**src/rtl/adc_pkg.sv**
```systemverilog
// Shared widths, scan FSM encoding and the round-robin channel step used by
// the ADC128S052 scan controller and its averaging bank.
package adc_pkg;
  localparam int ADC_W = 12;
  localparam int CH_W  = 3;
  localparam int N_CH  = 8;

  typedef enum logic [1:0] {
    IDLE     = 2'd0,
    PRIME    = 2'd1,
    WAIT_RDY = 2'd2,
    ACK      = 2'd3
  } scan_state_t;

  // Next enabled channel above cur, wrapping 7->0; returns cur when it is the only one.
  function automatic logic [CH_W-1:0] next_ch(input logic [CH_W-1:0] cur,
                                              input logic [N_CH-1:0] mask);
    logic [CH_W-1:0] cand;
    next_ch = cur;
    for (int k = N_CH - 1; k >= 1; k--) begin
      cand = cur + CH_W'(k);
      if (mask[cand]) next_ch = cand;
    end
  endfunction
endpackage

```
**src/rtl/adc_avg_bank.sv**
```systemverilog
// Per-channel accumulate-and-count bank; emits a registered result strobe when
// a channel has collected 2^AVG_LOG2 samples.
module adc_avg_bank
  import adc_pkg::*;
#(
  parameter int AVG_LOG2 = 2
) (
  input  logic             clk,
  input  logic             rst,
  input  logic             i_clr,
  input  logic             i_we,
  input  logic [CH_W-1:0]  i_ch,
  input  logic [ADC_W-1:0] i_data,
  output logic             o_done,
  output logic [CH_W-1:0]  o_ch,
  output logic [ADC_W-1:0] o_data
);
  localparam int ACC_W = ADC_W + AVG_LOG2;
  localparam int CNT_W = (AVG_LOG2 > 0) ? AVG_LOG2 : 1;
  localparam logic [CNT_W-1:0] CNT_LAST = CNT_W'((1 << AVG_LOG2) - 1);

  logic [N_CH*ACC_W-1:0] w_acc_flat;
  logic [N_CH*CNT_W-1:0] w_cnt_flat;
  logic [ACC_W-1:0]      w_sum;
  logic                  w_last;
  logic                  r_done;
  logic [CH_W-1:0]       r_ch;
  logic [ADC_W-1:0]      r_data;

  assign w_sum  = w_acc_flat[i_ch*ACC_W +: ACC_W] + ACC_W'(i_data);
  assign w_last = (w_cnt_flat[i_ch*CNT_W +: CNT_W] == CNT_LAST);

  genvar gi;
  generate
    for (gi = 0; gi < N_CH; gi++) begin : g_ch
      logic [ACC_W-1:0] r_acc;
      logic [CNT_W-1:0] r_cnt;

      always_ff @(posedge clk) begin
        if (!rst || i_clr) begin
          r_acc <= '0;
          r_cnt <= '0;
        end else if (i_we && (i_ch == CH_W'(gi))) begin
          if (w_last) begin
            r_acc <= '0;
            r_cnt <= '0;
          end else begin
            r_acc <= w_sum;
            r_cnt <= r_cnt + 1'b1;
          end
        end
      end

      assign w_acc_flat[gi*ACC_W +: ACC_W] = r_acc;
      assign w_cnt_flat[gi*CNT_W +: CNT_W] = r_cnt;
    end
  endgenerate

  always_ff @(posedge clk) begin
    if (!rst) begin
      r_done <= 1'b0;
      r_ch   <= '0;
      r_data <= '0;
    end else begin
      r_done <= i_we && w_last;
      if (i_we && w_last) begin
        r_ch   <= i_ch;
        r_data <= ADC_W'(w_sum >> AVG_LOG2);
      end
    end
  end

  assign o_done = r_done;
  assign o_ch   = r_ch;
  assign o_data = r_data;
endmodule

```
**src/rtl/adc_scan_ctrl.sv**
```systemverilog
// Round-robin channel sequencer for the ADC128S052 capture stage: accounts for
// the one-conversion address pipeline, averages per channel, streams results.
module adc_scan_ctrl
  import adc_pkg::*;
#(
  parameter logic [N_CH-1:0] CH_MASK  = 8'hFF,
  parameter int              AVG_LOG2 = 2
) (
  input  logic             clk,
  input  logic             rst,
  input  logic             en,
  input  logic             adc_ready,
  input  logic [ADC_W-1:0] d_signal,
  output logic             ctl_valid,
  output logic             adc_ack,
  output logic [CH_W-1:0]  address,
  output logic             res_valid,
  input  logic             res_ready,
  output logic [CH_W-1:0]  res_ch,
  output logic [ADC_W-1:0] res_data,
  output logic             overrun
);
  localparam logic [CH_W-1:0] FIRST_CH = next_ch(CH_W'(N_CH - 1), CH_MASK);

  scan_state_t      r_state;
  logic             r_rdy_meta;
  logic             r_rdy_s;
  logic             r_ack;
  logic [CH_W-1:0]  r_addr;
  logic [CH_W-1:0]  r_prev_ch;
  logic             r_res_valid;
  logic [CH_W-1:0]  r_res_ch;
  logic [ADC_W-1:0] r_res_data;
  logic             r_overrun;
  logic             w_capture;
  logic             w_clr;
  logic             w_done;
  logic [CH_W-1:0]  w_done_ch;
  logic [ADC_W-1:0] w_done_data;

  assign w_capture = (r_state == WAIT_RDY) && r_rdy_s;
  assign w_clr     = (r_state == IDLE) && en && (CH_MASK != '0);

  // adc_ready comes from the divided sclk domain logic; resample before use.
  always_ff @(posedge clk) begin
    if (!rst) begin
      r_rdy_meta <= 1'b0;
      r_rdy_s    <= 1'b0;
    end else begin
      r_rdy_meta <= adc_ready;
      r_rdy_s    <= r_rdy_meta;
    end
  end

  always_ff @(posedge clk) begin
    if (!rst) begin
      r_state   <= IDLE;
      r_ack     <= 1'b0;
      r_addr    <= '0;
      r_prev_ch <= '0;
    end else begin
      case (r_state)
        IDLE: begin
          if (w_clr) begin
            r_addr  <= FIRST_CH;
            r_state <= PRIME;
          end
        end
        // PRIME differs from WAIT_RDY only in that its sample is not written.
        PRIME, WAIT_RDY: begin
          if (r_rdy_s) begin
            r_ack     <= 1'b1;
            r_prev_ch <= r_addr;
            r_addr    <= next_ch(r_addr, CH_MASK);
            r_state   <= ACK;
          end
        end
        ACK: begin
          if (!r_rdy_s) begin
            r_ack   <= 1'b0;
            r_state <= en ? WAIT_RDY : IDLE;
          end
        end
        default: r_state <= IDLE;
      endcase
    end
  end

  adc_avg_bank #(.AVG_LOG2(AVG_LOG2)) u_bank (
    .clk    (clk),
    .rst    (rst),
    .i_clr  (w_clr),
    .i_we   (w_capture),
    .i_ch   (r_prev_ch),
    .i_data (d_signal),
    .o_done (w_done),
    .o_ch   (w_done_ch),
    .o_data (w_done_data)
  );

  always_ff @(posedge clk) begin
    if (!rst) begin
      r_res_valid <= 1'b0;
      r_res_ch    <= '0;
      r_res_data  <= '0;
      r_overrun   <= 1'b0;
    end else if (w_done) begin
      if (r_res_valid && !res_ready) begin
        r_overrun <= 1'b1;
      end else begin
        r_res_valid <= 1'b1;
        r_res_ch    <= w_done_ch;
        r_res_data  <= w_done_data;
      end
    end else if (r_res_valid && res_ready) begin
      r_res_valid <= 1'b0;
    end
  end

  assign ctl_valid = (r_state != IDLE);
  assign adc_ack   = r_ack;
  assign address   = r_addr;
  assign res_valid = r_res_valid;
  assign res_ch    = r_res_ch;
  assign res_data  = r_res_data;
  assign overrun   = r_overrun;
endmodule

```
**config.mk**
```make
export PLATFORM = sky130hd
export DESIGN_NAME = adc_scan_ctrl
export DESIGN_NICKNAME = d
export VERILOG_FILES = /design/src/rtl/adc_pkg.sv /design/src/rtl/adc_avg_bank.sv /design/src/rtl/adc_scan_ctrl.sv
export SDC_FILE = /design/constraint.sdc
export NUM_CORES = 1
export LEC_CHECK = 0
export BUFFER_PORTS_ARGS = -buffer_cell sky130_fd_sc_hd__buf_4
export CAP_MARGIN = 20
export CORE_UTILIZATION = 57
export CTS_BUF_LIST = sky130_fd_sc_hd__clkbuf_8 sky130_fd_sc_hd__clkbuf_16
export CTS_CLUSTER_DIAMETER = 30
export DETAILED_ROUTE_END_ITERATION = 16
export GPL_TIMING_DRIVEN = 0
export PLACE_DENSITY = 0.77
export SKIP_CTS_REPAIR_TIMING = 1
export SYNTH_ARGS = -nofsm -noshare
export SYNTH_HDL_FRONTEND = slang
export SYNTH_SLANG_ARGS = --single-unit
```
**constraint.sdc**
```tcl
create_clock -name clk -period 8.5 [get_ports clk]
set_input_delay 0.85 -clock clk [delete_from_list [all_inputs] [get_ports clk]]
set_output_delay 0.85 -clock clk [all_outputs]
set_load 0.005 [all_outputs]
```
==> flow_summary.toml <==
[synthesis]
synth_top_area_share_pct = 43.1
yosys.area.top_type = "dfxtp_1"
synthTopCellsByArea = "dfxtp_1 43%, nand2_1 8.1%, mux4_2 7.9%"
synth_cell_type_count = 67
ys_seq_elements = 172
synth-main-ff-cell = "dfxtp_1"
seq_area_frac_synth_pct = 43.1
avgSynthCellArea_um2 = 8.99
synth_fp_nets = 925
synthArstFlopShare_pct = 0
synth_area_um2 = 7990
synth_cells = 889
synth_edf_count = 0
yosys_warnings = 0

[timing]
rsz0062_at_grt = "false"
skew_ns = 0.0121
fin_tns_setup_ns = 0
tightest_slew_ns = 1.05
setup_viol = 0
min_period_over_period_pct = 54.7
fmax_ghz = 0.215
fin_ws_ns = 3.85
period_needed_ns = 4.65
relSlewSlack_pct = 29.8
finalHoldViolCount = 0
slew_viol_final = 0

[pwr]
powerDensity_nw_per_um2 = 185
leakagePower_nw = 3.15
vdd_drop_max_mv = 0.132

[min_path]
hold_path_startpoint = "r_rdy_meta"
hold_path_class = "register to register"

[place]
dp_cells = 1103
io_buffers = 38
place_ws_ns = 3.95
place.gp.congestion = 0.921
hpwl_mm = 15.3

[clock_network]
root_buffer = "clkbuf_16"
tritoncts = "done"
clockBufferDepth = 2
clock-sinks = 172
clk_latency_ns = 0.44
clk_pin_slew_ns = 0.06
numCtsBuffers = 17
cts_max_level = 4

[worst_setup_path]
worstPathArrival_ns = 4.92
crit_top_cell = "buf_2"
worstSetupEndpointType = "register"
cp-startpoint = "r_prev_ch[0]"
slowest_delay_ns = 0.71
cp_cell_sequence = "buf_4 > buf_2 > buf_2 > mux4_2 > mux2_2 > ha_1 > a21o_1 > a31o_2 > o211ai_2 > nand2b_1 > xnor2_1 > o21ai_0"
path_max_fanout = 10
startpoint_type = "register"
cp_slowest_cell = "xnor2_1"
path_class = "register to register"
crit_required_ns = 8.77
reg2reg_from = "r_prev_ch[0]"

[detailed_routing]
post_drt_wl_per_cell_um = 19.3
drt_wl_total_mm = 21.8
ant_nets = 0
vias = 6974
first_pass_iters = 6
drt_iter0_markers = 848
avgViaCountPerCell = 6.17
drc = 0

[layout]
stdcell_count = 1131
syn2layout_area_growth_pct = 13.4
diodes = 0
drive_gt1_share_pct = 15.5
final_util_pct = 67.4
nNetsFinal = 982

[floorplanning]
die_width_um = 120
die_area_um2 = 14500
pin_count = 39
coreArea_um2 = 13500
core.rowCount = 42
initial_core_util_pct = 59.4
die_h_um = 120

[global_routing]
globalRoute.totalOverflow = 0
grt_pass1_vias = 6559
antenna_found_initial = 0
grt_max_degree = 17
globalRouteTotalUtil_pct = 31.6
grt_pass1_wl_mm = 34.9

[flow_run]
drv_cap = 0

[outcome]
status = "complete, no violations"
metal layers:
metal  global-route usage (%)  wire length [um]  vias to the layer above
met1                     41.6              9240                     3334
met4                     12.2               592                        0
met2                     51.4             10200                      322
met5                        0                 0                        -
met3                     5.94              1820                       44
li1                         -                 -                     3274
layout make-up:
cell class / instances / area [um^2]
fillers: 1142 / 4390
well taps: 176 / 220
clock buffers: 18 / 439
flip-flops and latches: 172 / 3440
clock inverters: 10 / 129
repair buffers: 38 / 285
multi-input cells: 652 / 4260
plain buffers: 58 / 264
inverters: 7 / 26.3
critical path: cells and delay by family (launching register included):
family	cells	cell delay (ns)
buffers and inverters	3	1.07
AO/OA/AOI/OAI	4	1.04
XOR/XNOR	1	0.71
multiplexers	2	0.64
flip-flops	1	0.53
adder cells (fa/ha/maj)	1	0.37
AND/OR/NAND/NOR	1	0.11
stage by stage:
| stage | cell area, um^2 | power, mW | hold slack (ns) |
|---|---|---|---|
| after floorplan | 7990 | 0.887 | 0.412 |
| after global placement | 8500 | 0.920 | 0.416 |
| after detailed placement | 8500 | 0.921 | 0.426 |
| after CTS | 9070 | 1.68 | 0.450 |
| after global routing | 9070 | 1.72 | 0.460 |
| final | 9070 | 1.68 | 0.447 |
synthesized netlist by cell type (all sizes together) (6+ instances only):
master	count
a21boi	25
a21oi	76
and2	7
buf	24
clkbuf	34
dfxtp	172
ha	18
inv	7
mux2	13
mux2i	6
mux4	29
nand2	175
nand2b	7
nand3	81
nand4	8
nor2	38
nor2b	10
nor3	15
o211ai	6
o21ai	53
o31ai	18
xnor2	13
xor2	6
power by group:
group          internal, mW  switching, mW  total [mW]  leakage [nW]
Clock                 0.459          0.312       0.771         0.286
Combinational        0.0272         0.0678      0.0950          1.48
Sequential            0.808        0.00270       0.811          1.39
Total                  1.29          0.383        1.68          3.15
path summary, 6_finish.rpt:
kind	endpoint	slack (ns)	depth (start not counted)
max reg2reg	u_bank.g_ch[7].r_acc[9]	3.85	12
max	u_bank.g_ch[7].r_acc[9]	3.85	12
min	r_rdy_s	0.45	1
min reg2reg	r_rdy_s	0.45	1
cells in the final DEF, fill, tap and decap left out, types with 4 or more instances in the layout:
master       n
ha_1        18
a21boi_0    24
a21oi_1     72
nand2b_1     6
buf_2       13
o21ai_1     28
clkbuf_1    34
nor2b_1     10
a211oi_1     4
o211ai_1     5
mux2i_1      6
xor2_1       5
nor2_1      36
dfxtp_1    172
clkbuf_16   17
o31ai_1     18
inv_1        9
o21ai_0     25
and2_1       7
nor3_1      14
mux4_2      28
a21o_1       5
mux2_2      13
nand2_1    172
nand4_1      7
buf_4       44
nand3_1     80
a21oi_2      4
xnor2_1     12
and3_1       5
buf_1        4
registers in the layout (all words and copies together) (netlist names):
name               count
adc_ack                1
address                3
overrun                1
r_prev_ch              3
r_rdy_meta             1
r_rdy_s                1
r_state                2
res_ch                 3
res_data              12
res_valid              1
u_bank.g_ch.r_acc    112
u_bank.g_ch.r_cnt     16
u_bank.o_ch            3
u_bank.o_data         12
u_bank.o_done          1
kinds of logic (layout without fill, tap and decap cells):
| kind of cell | Yosys count | count (layout) | synth area share [%] |
|---|---|---|---|
| muxes | 48 | 48 | 10.8 |
| AOI/OAI and AO/OA | 208 | 208 | 16.4 |
| xor gates and xnor gates | 19 | 19 | 2.27 |
| and+or+nand+nor | 358 | 358 | 20.7 |
| adders and majority gates | 19 | 19 | 3.07 |
| buffers and inverters | 65 | 131 | 3.63 |
| DFF | 172 | 172 | 43.1 |
Note: power is estimated with default switching activity, not from simulation.
